## src/rtl/uart_rx_frame.sv

```systemverilog
// 8N1 UART receiver: 16x oversampling, 2-of-3 majority vote, framing-error and break handling.
// RXD_VALID/FRAME_ERR pulse one CLK after the stop-bit mid-sample tick; no backpressure, consumer must take each byte.
module uart_rx_frame #(
  parameter int BAUD_DIV = 651
) (
  input  logic       CLK,
  input  logic       RST,
  input  logic       UART_RXD,
  output logic [7:0] RXD_DATA,
  output logic       RXD_VALID,
  output logic       FRAME_ERR,
  output logic       BUSY
);

  localparam logic [15:0] DIV_LAST = 16'(BAUD_DIV - 1);

  typedef enum logic [2:0] {
    S_IDLE,
    S_START,
    S_DATA,
    S_STOP,
    S_BREAK
  } state_t;

  logic        rx_m, rx_s;
  logic [15:0] div_cnt;
  logic        tick;

  state_t      state, state_d;
  logic [3:0]  s_cnt, s_cnt_d;
  logic [2:0]  bit_idx, bit_idx_d;
  logic [7:0]  shift, shift_d;
  logic        v7, v7_d, v8, v8_d;
  logic        vote;
  logic [7:0]  data_d;
  logic        valid_d, ferr_d;

  always_ff @(posedge CLK or posedge RST) begin
    if (RST) begin
      rx_m <= 1'b1;
      rx_s <= 1'b1;
    end else begin
      rx_m <= UART_RXD;
      rx_s <= rx_m;
    end
  end

  // Free-running: bit phase is recovered by s_cnt, not by realigning the divider.
  assign tick = (div_cnt == DIV_LAST);

  always_ff @(posedge CLK or posedge RST) begin
    if (RST) begin
      div_cnt <= 16'd0;
    end else if (tick) begin
      div_cnt <= 16'd0;
    end else begin
      div_cnt <= div_cnt + 16'd1;
    end
  end

  // Third sample is the live rx_s on the s_cnt=9 tick.
  assign vote = (v7 & v8) | (v7 & rx_s) | (v8 & rx_s);

  always_comb begin
    state_d   = state;
    s_cnt_d   = s_cnt;
    bit_idx_d = bit_idx;
    shift_d   = shift;
    v7_d      = v7;
    v8_d      = v8;
    data_d    = RXD_DATA;
    valid_d   = 1'b0;
    ferr_d    = 1'b0;

    if (tick) begin
      if (state == S_START || state == S_DATA || state == S_STOP) begin
        s_cnt_d = s_cnt + 4'd1;
        if (s_cnt == 4'd7) v7_d = rx_s;
        if (s_cnt == 4'd8) v8_d = rx_s;
      end

      case (state)
        S_IDLE: begin
          if (!rx_s) begin
            state_d = S_START;
            s_cnt_d = 4'd1;
          end
        end
        S_START: begin
          if (s_cnt == 4'd9 && vote) begin
            state_d = S_IDLE;
            s_cnt_d = 4'd0;
          end else if (s_cnt == 4'd15) begin
            state_d   = S_DATA;
            bit_idx_d = 3'd0;
          end
        end
        S_DATA: begin
          if (s_cnt == 4'd9) shift_d[bit_idx] = vote;
          if (s_cnt == 4'd15) begin
            if (bit_idx == 3'd7) state_d = S_STOP;
            else bit_idx_d = bit_idx + 3'd1;
          end
        end
        S_STOP: begin
          // Leave mid-stop-bit so a back-to-back start edge from a fast sender is not missed.
          if (s_cnt == 4'd9) begin
            s_cnt_d = 4'd0;
            if (vote) begin
              data_d  = shift;
              valid_d = 1'b1;
              state_d = S_IDLE;
            end else begin
              ferr_d  = 1'b1;
              state_d = S_BREAK;
            end
          end
        end
        S_BREAK: begin
          if (rx_s) state_d = S_IDLE;
        end
        default: state_d = S_IDLE;
      endcase
    end
  end

  always_ff @(posedge CLK or posedge RST) begin
    if (RST) begin
      state     <= S_IDLE;
      s_cnt     <= 4'd0;
      bit_idx   <= 3'd0;
      shift     <= 8'd0;
      v7        <= 1'b0;
      v8        <= 1'b0;
      RXD_DATA  <= 8'd0;
      RXD_VALID <= 1'b0;
      FRAME_ERR <= 1'b0;
    end else begin
      state     <= state_d;
      s_cnt     <= s_cnt_d;
      bit_idx   <= bit_idx_d;
      shift     <= shift_d;
      v7        <= v7_d;
      v8        <= v8_d;
      RXD_DATA  <= data_d;
      RXD_VALID <= valid_d;
      FRAME_ERR <= ferr_d;
    end
  end

  assign BUSY = (state != S_IDLE);

endmodule

```

## config.mk

```make
export PLATFORM = sky130hd
export DESIGN_NAME = uart_rx_frame
export DESIGN_NICKNAME = d
export VERILOG_FILES = /design/src/rtl/uart_rx_frame.sv
export SDC_FILE = /design/constraint.sdc
export NUM_CORES = 1
export LEC_CHECK = 0
export ABC_AREA = 1
export CAP_MARGIN = 40
export CORE_ASPECT_RATIO = 1.1
export CORE_MARGIN = 2
export CORE_UTILIZATION = 54
export CTS_CLUSTER_DIAMETER = 40
export DETAILED_ROUTE_END_ITERATION = 8
export PLACE_DENSITY = 0.76
export SLEW_MARGIN = 10
export SYNTH_ARGS = -nofsm -noshare
export SYNTH_HDL_FRONTEND = slang
export SYNTH_SLANG_ARGS = --single-unit
```

## constraint.sdc

```tcl
create_clock -name CLK -period 1.56 [get_ports CLK]
set_input_delay 0.156 -clock CLK [delete_from_list [all_inputs] [get_ports CLK]]
set_output_delay 0.156 -clock CLK [all_outputs]
set_load 0.05 [all_outputs]
```

==> summary.txt <==
Routing
  – Via/cell ratio: 5.26
  – DRC viols: 0
  – Antenna viol nets, final: 0
  – DR iter-0 viols: 228
  – Pre-antenna DRT Iters: 4
  – Drt wl/cell: 13.7 µm
  – Total Wirelength: 6.37 mm
  – Vias: 2442

Global route
  – GR Layer Usage met2: 39.1%
  – Antenna violations before repair: 0
  – First-pass GRT wire length: 10.1 mm
  – Total GRT Usage: 23.2%
  – Total gr overflow: 0
  – Vias in the first global route: 2203
  – Met1 usage: 30.3%
  – Most used routing layer: met2
  – Largest net degree at the start of global routing: 19
  – Met3 GRT Util: 4.62%

Placed design
  – Input/output buffers: 13
  – Dpl hpwl: 4.44 mm
  – Dpl cells: 453
  – Placer Congestion: 0.904
  – Area post-placement: 3160 µm²

Die
  – Die width: 71.9 µm
  – # IOs: 14
  – Initial Util: 55.5%
  – Row cnt: 27
  – Chip height: 78.7 µm
  – Placeable Area: 4930 µm²
  – Die ar.: 5650 µm²

Timing
  – Final Cycle Share: 98.0%
  – Worst-Margin Slew: 0.436 ns
  – Worst Clk Skew: 0.00880 ns
  – Max-slew violation count: 0
  – Unrepaired setup endpoints after global routing: yes
  – Max_slew headroom: 70.6%
  – Final number of setup-violating endpoints: 0
  – Post-layout min period: 1.53 ns
  – FMAX: 654 MHz
  – Hold Fails Final Rpt: 0

Power
  – Worst vdd ir: 366 µV
  – PD cells: 648 nW/µm²
  – Design Power: 2230 µW
  – Lkg Pwr: 0.00180 µW

Worst setup path
  – Worst r2r dst: shift[7]$_DFFE_PP0P_
  – Critical-path cell list: inv_1 -> ha_2 -> nand3_1 -> nor2_2 -> nand2_4 -> nor2_8 -> nand3_1 -> nand2_1 -> nand2_1
  – Worst Path Arrival: 1.73 ns
  – Max FO, Critical Path: 8
  – CP delay by family, top: simple AND/OR/NAND/NOR gates
  – CP max-delay cell: dfrtp_1
  – R2R cell count: 9
  – WP data required: 1.76 ns
  – Worst reg2reg startpoint: div_cnt[0]$_DFF_PP0_
  – Bufs and invs on worst path: 1
  – Reg-to-reg setup timing slack: 0.03 ns
  – Crit start category: register
  – Max stage delay on crit path: 0.38 ns
  – Crit end category: register
  – Crit path kind: reg -> reg

Clock tree
  – Clk root buf: clkbuf_8
  – Clock sink count: 48
  – Htree depth: 2
  – Clock-pin slew on the worst setup and hold paths: 0.09 ns
  – Worst-Skew Late Latency: 0.31 ns
  – CTS tree: done
  – Clk buf depth: 2
  – Num CTS Buffers: 5

Logic synthesis
  – Syn_nets: 364
  – Register bit count reported by yosys: 48
  – Synth warn: 0
  – Mapped Area: 2740 µm²
  – Cells after Synth: 354
  – Cell variety after synth: 31
  – Post-synthesis sequential area ratio: 44.0%
  – Share of synthesized registers carrying an async set or reset: 100%
  – Most common flop cell mapped by yosys: dfrtp_1
  – Number of synthesized flops with an enable pin: 0
  – Syn_area_per_cell: 7.73 µm²

Finish
  – Final core occ: 69.7%
  – Share of cells above drive strength 1: 27.8%
  – Nets: 415
  – Inserted Diodes: 0
  – Syn-to-layout area delta: 25.7%
  – Design area: 3440 µm²
  – Final non-filler cell total: 464

Outcome
  – Status: finished, final reports clean

Worst hold path
  – HP Class: in -> async

Flow run
  – Max Cap Viol: 0
[metal layers]
metal,up-vias,share of wire (%)
met4,0,1.0
met1,1147,44
met5,-,0
met2,62,51
li1,1227,-
met3,6,3.8
[worst register-to-register path: cells and delay by family (launching register included)]
| family | cells | cell delay (ns) |
|---|---|---|
| and+or+nand+nor | 7 | 0.80 |
| DFF | 1 | 0.38 |
| adders and majority gates | 1 | 0.19 |
| buffers and inverters | 1 | 0.06 |
[report_power, final]
part / switching (µW) / internal (µW)
combinational: 31.3 / 16.5
sequential: 1.84 / 1250
clock: 446 / 483
[what timing repair did]
item                                   CTS  global route
hold buffers                             0             0
cloned                                   0             1
pin swaps                                0            12
endpoints found under the hold margin    0             0
setup endpoints to repair                8            29
resized for setup                        1            38
setup buffers                            0             2
[through the flow]
| step | hold WS [ns] | setup WS (ns) | setup TNS [ns] |
|---|---|---|---|
| after floorplan | 0.160 | 0.0771 | 0 |
| after detailed placement | 0.349 | -0.0151 | -0.0406 |
| after CTS | 0.155 | 0.00389 | 0 |
| final | 0.150 | 0.0317 | 0 |
| after global placement | 0.347 | 0.0256 | 0 |
| after global routing | 0.171 | -0.0783 | -1.16 |
[cell type report]
| cell class | count | area [µm²] |
|---|---|---|
| inverter | 47 | 179 |
| multi-input combinational | 256 | 1450 |
| clock inverter | 3 | 46.3 |
| clock buffer | 5 | 68.8 |
| fill | 394 | 1490 |
| tap | 58 | 72.6 |
| sequential | 48 | 1210 |
| timing repair buffer | 47 | 410 |
[Yosys cell counts (all sizes together) (2+ instances only)]
library cell  instances  area (µm²)
a21oi                 4        20.0
and3                  2        12.5
buf                   3        25.0
dfrtp                46        1150
dfstp                 2        52.6
ha                    7        87.6
inv                  47         176
nand2               115         454
nand3                29         160
nand4                18         119
nor2                 48         254
nor3                  8        51.3
o21ai                10        50.1
xor2                  9        78.8
[cells in the final DEF (no fill, tap or decap), drive strengths merged]
cell / Yosys / layout
inv: 47 / 48
ha: 7 / 7
a21oi: 4 / 4
xnor2: 1 / 1
nand3: 29 / 29
dfstp: 2 / 2
buf: 3 / 45
clkdlybuf4s50: 0 / 2
dfrtp: 46 / 46
bufinv: 0 / 1
xor2: 9 / 9
nor3: 8 / 8
clkbuf: 1 / 5
or2: 1 / 1
o21ai: 10 / 10
o21a: 1 / 1
nand2: 115 / 115
o211ai: 1 / 1
clkinvlp: 0 / 1
and3: 2 / 2
nor2: 48 / 49
nor4: 1 / 1
nand4: 18 / 18
[how the worst max path moves through the flow]
stage	slack, ns	depth (start not counted)	endpoint	from
6_report	0.03	9	shift[7]$_DFFE_PP0P_	div_cnt[0]$_DFF_PP0_
5_1_grt	-0.08	10	bit_idx[2]$_DFFE_PP0P_	div_cnt[0]$_DFF_PP0_
4_1_cts	0.004	9	s_cnt[3]$_DFFE_PP0N_	s_cnt[1]$_DFFE_PP0N_
3_5_place_dp	-0.02	9	RXD_DATA[6]$_DFFE_PP0P_	div_cnt[0]$_DFF_PP0_
3_3_place_gp	0.03	8	RXD_DATA[6]$_DFFE_PP0P_	div_cnt[4]$_DFF_PP0_
2_1_floorplan	0.08	10	shift[0]$_DFFE_PP0P_	div_cnt[0]$_DFF_PP0_
[registers in the layout, indices dropped and copies added (netlist names)]
signal / cells
FRAME_ERR: 1
RXD_DATA: 8
RXD_VALID: 1
bit_idx: 3
div_cnt: 16
rx_m: 1
rx_s: 1
s_cnt: 4
shift: 8
state: 3
v7: 1
v8: 1
[cells by family (layout without fill, tap and decap cells)]
logic type      count (synthesis)  in the layout  share of synthesized area (%)
simple gates                  222            223                           38.9
buf+inv                        51            102                           7.64
fa+ha+maj                       7              7                           3.20
compound gates                 16             16                           3.11
flops                          48             48                           44.0
xor+xnor                       10             10                           3.20
Note: power is estimated with default switching activity, not from simulation.
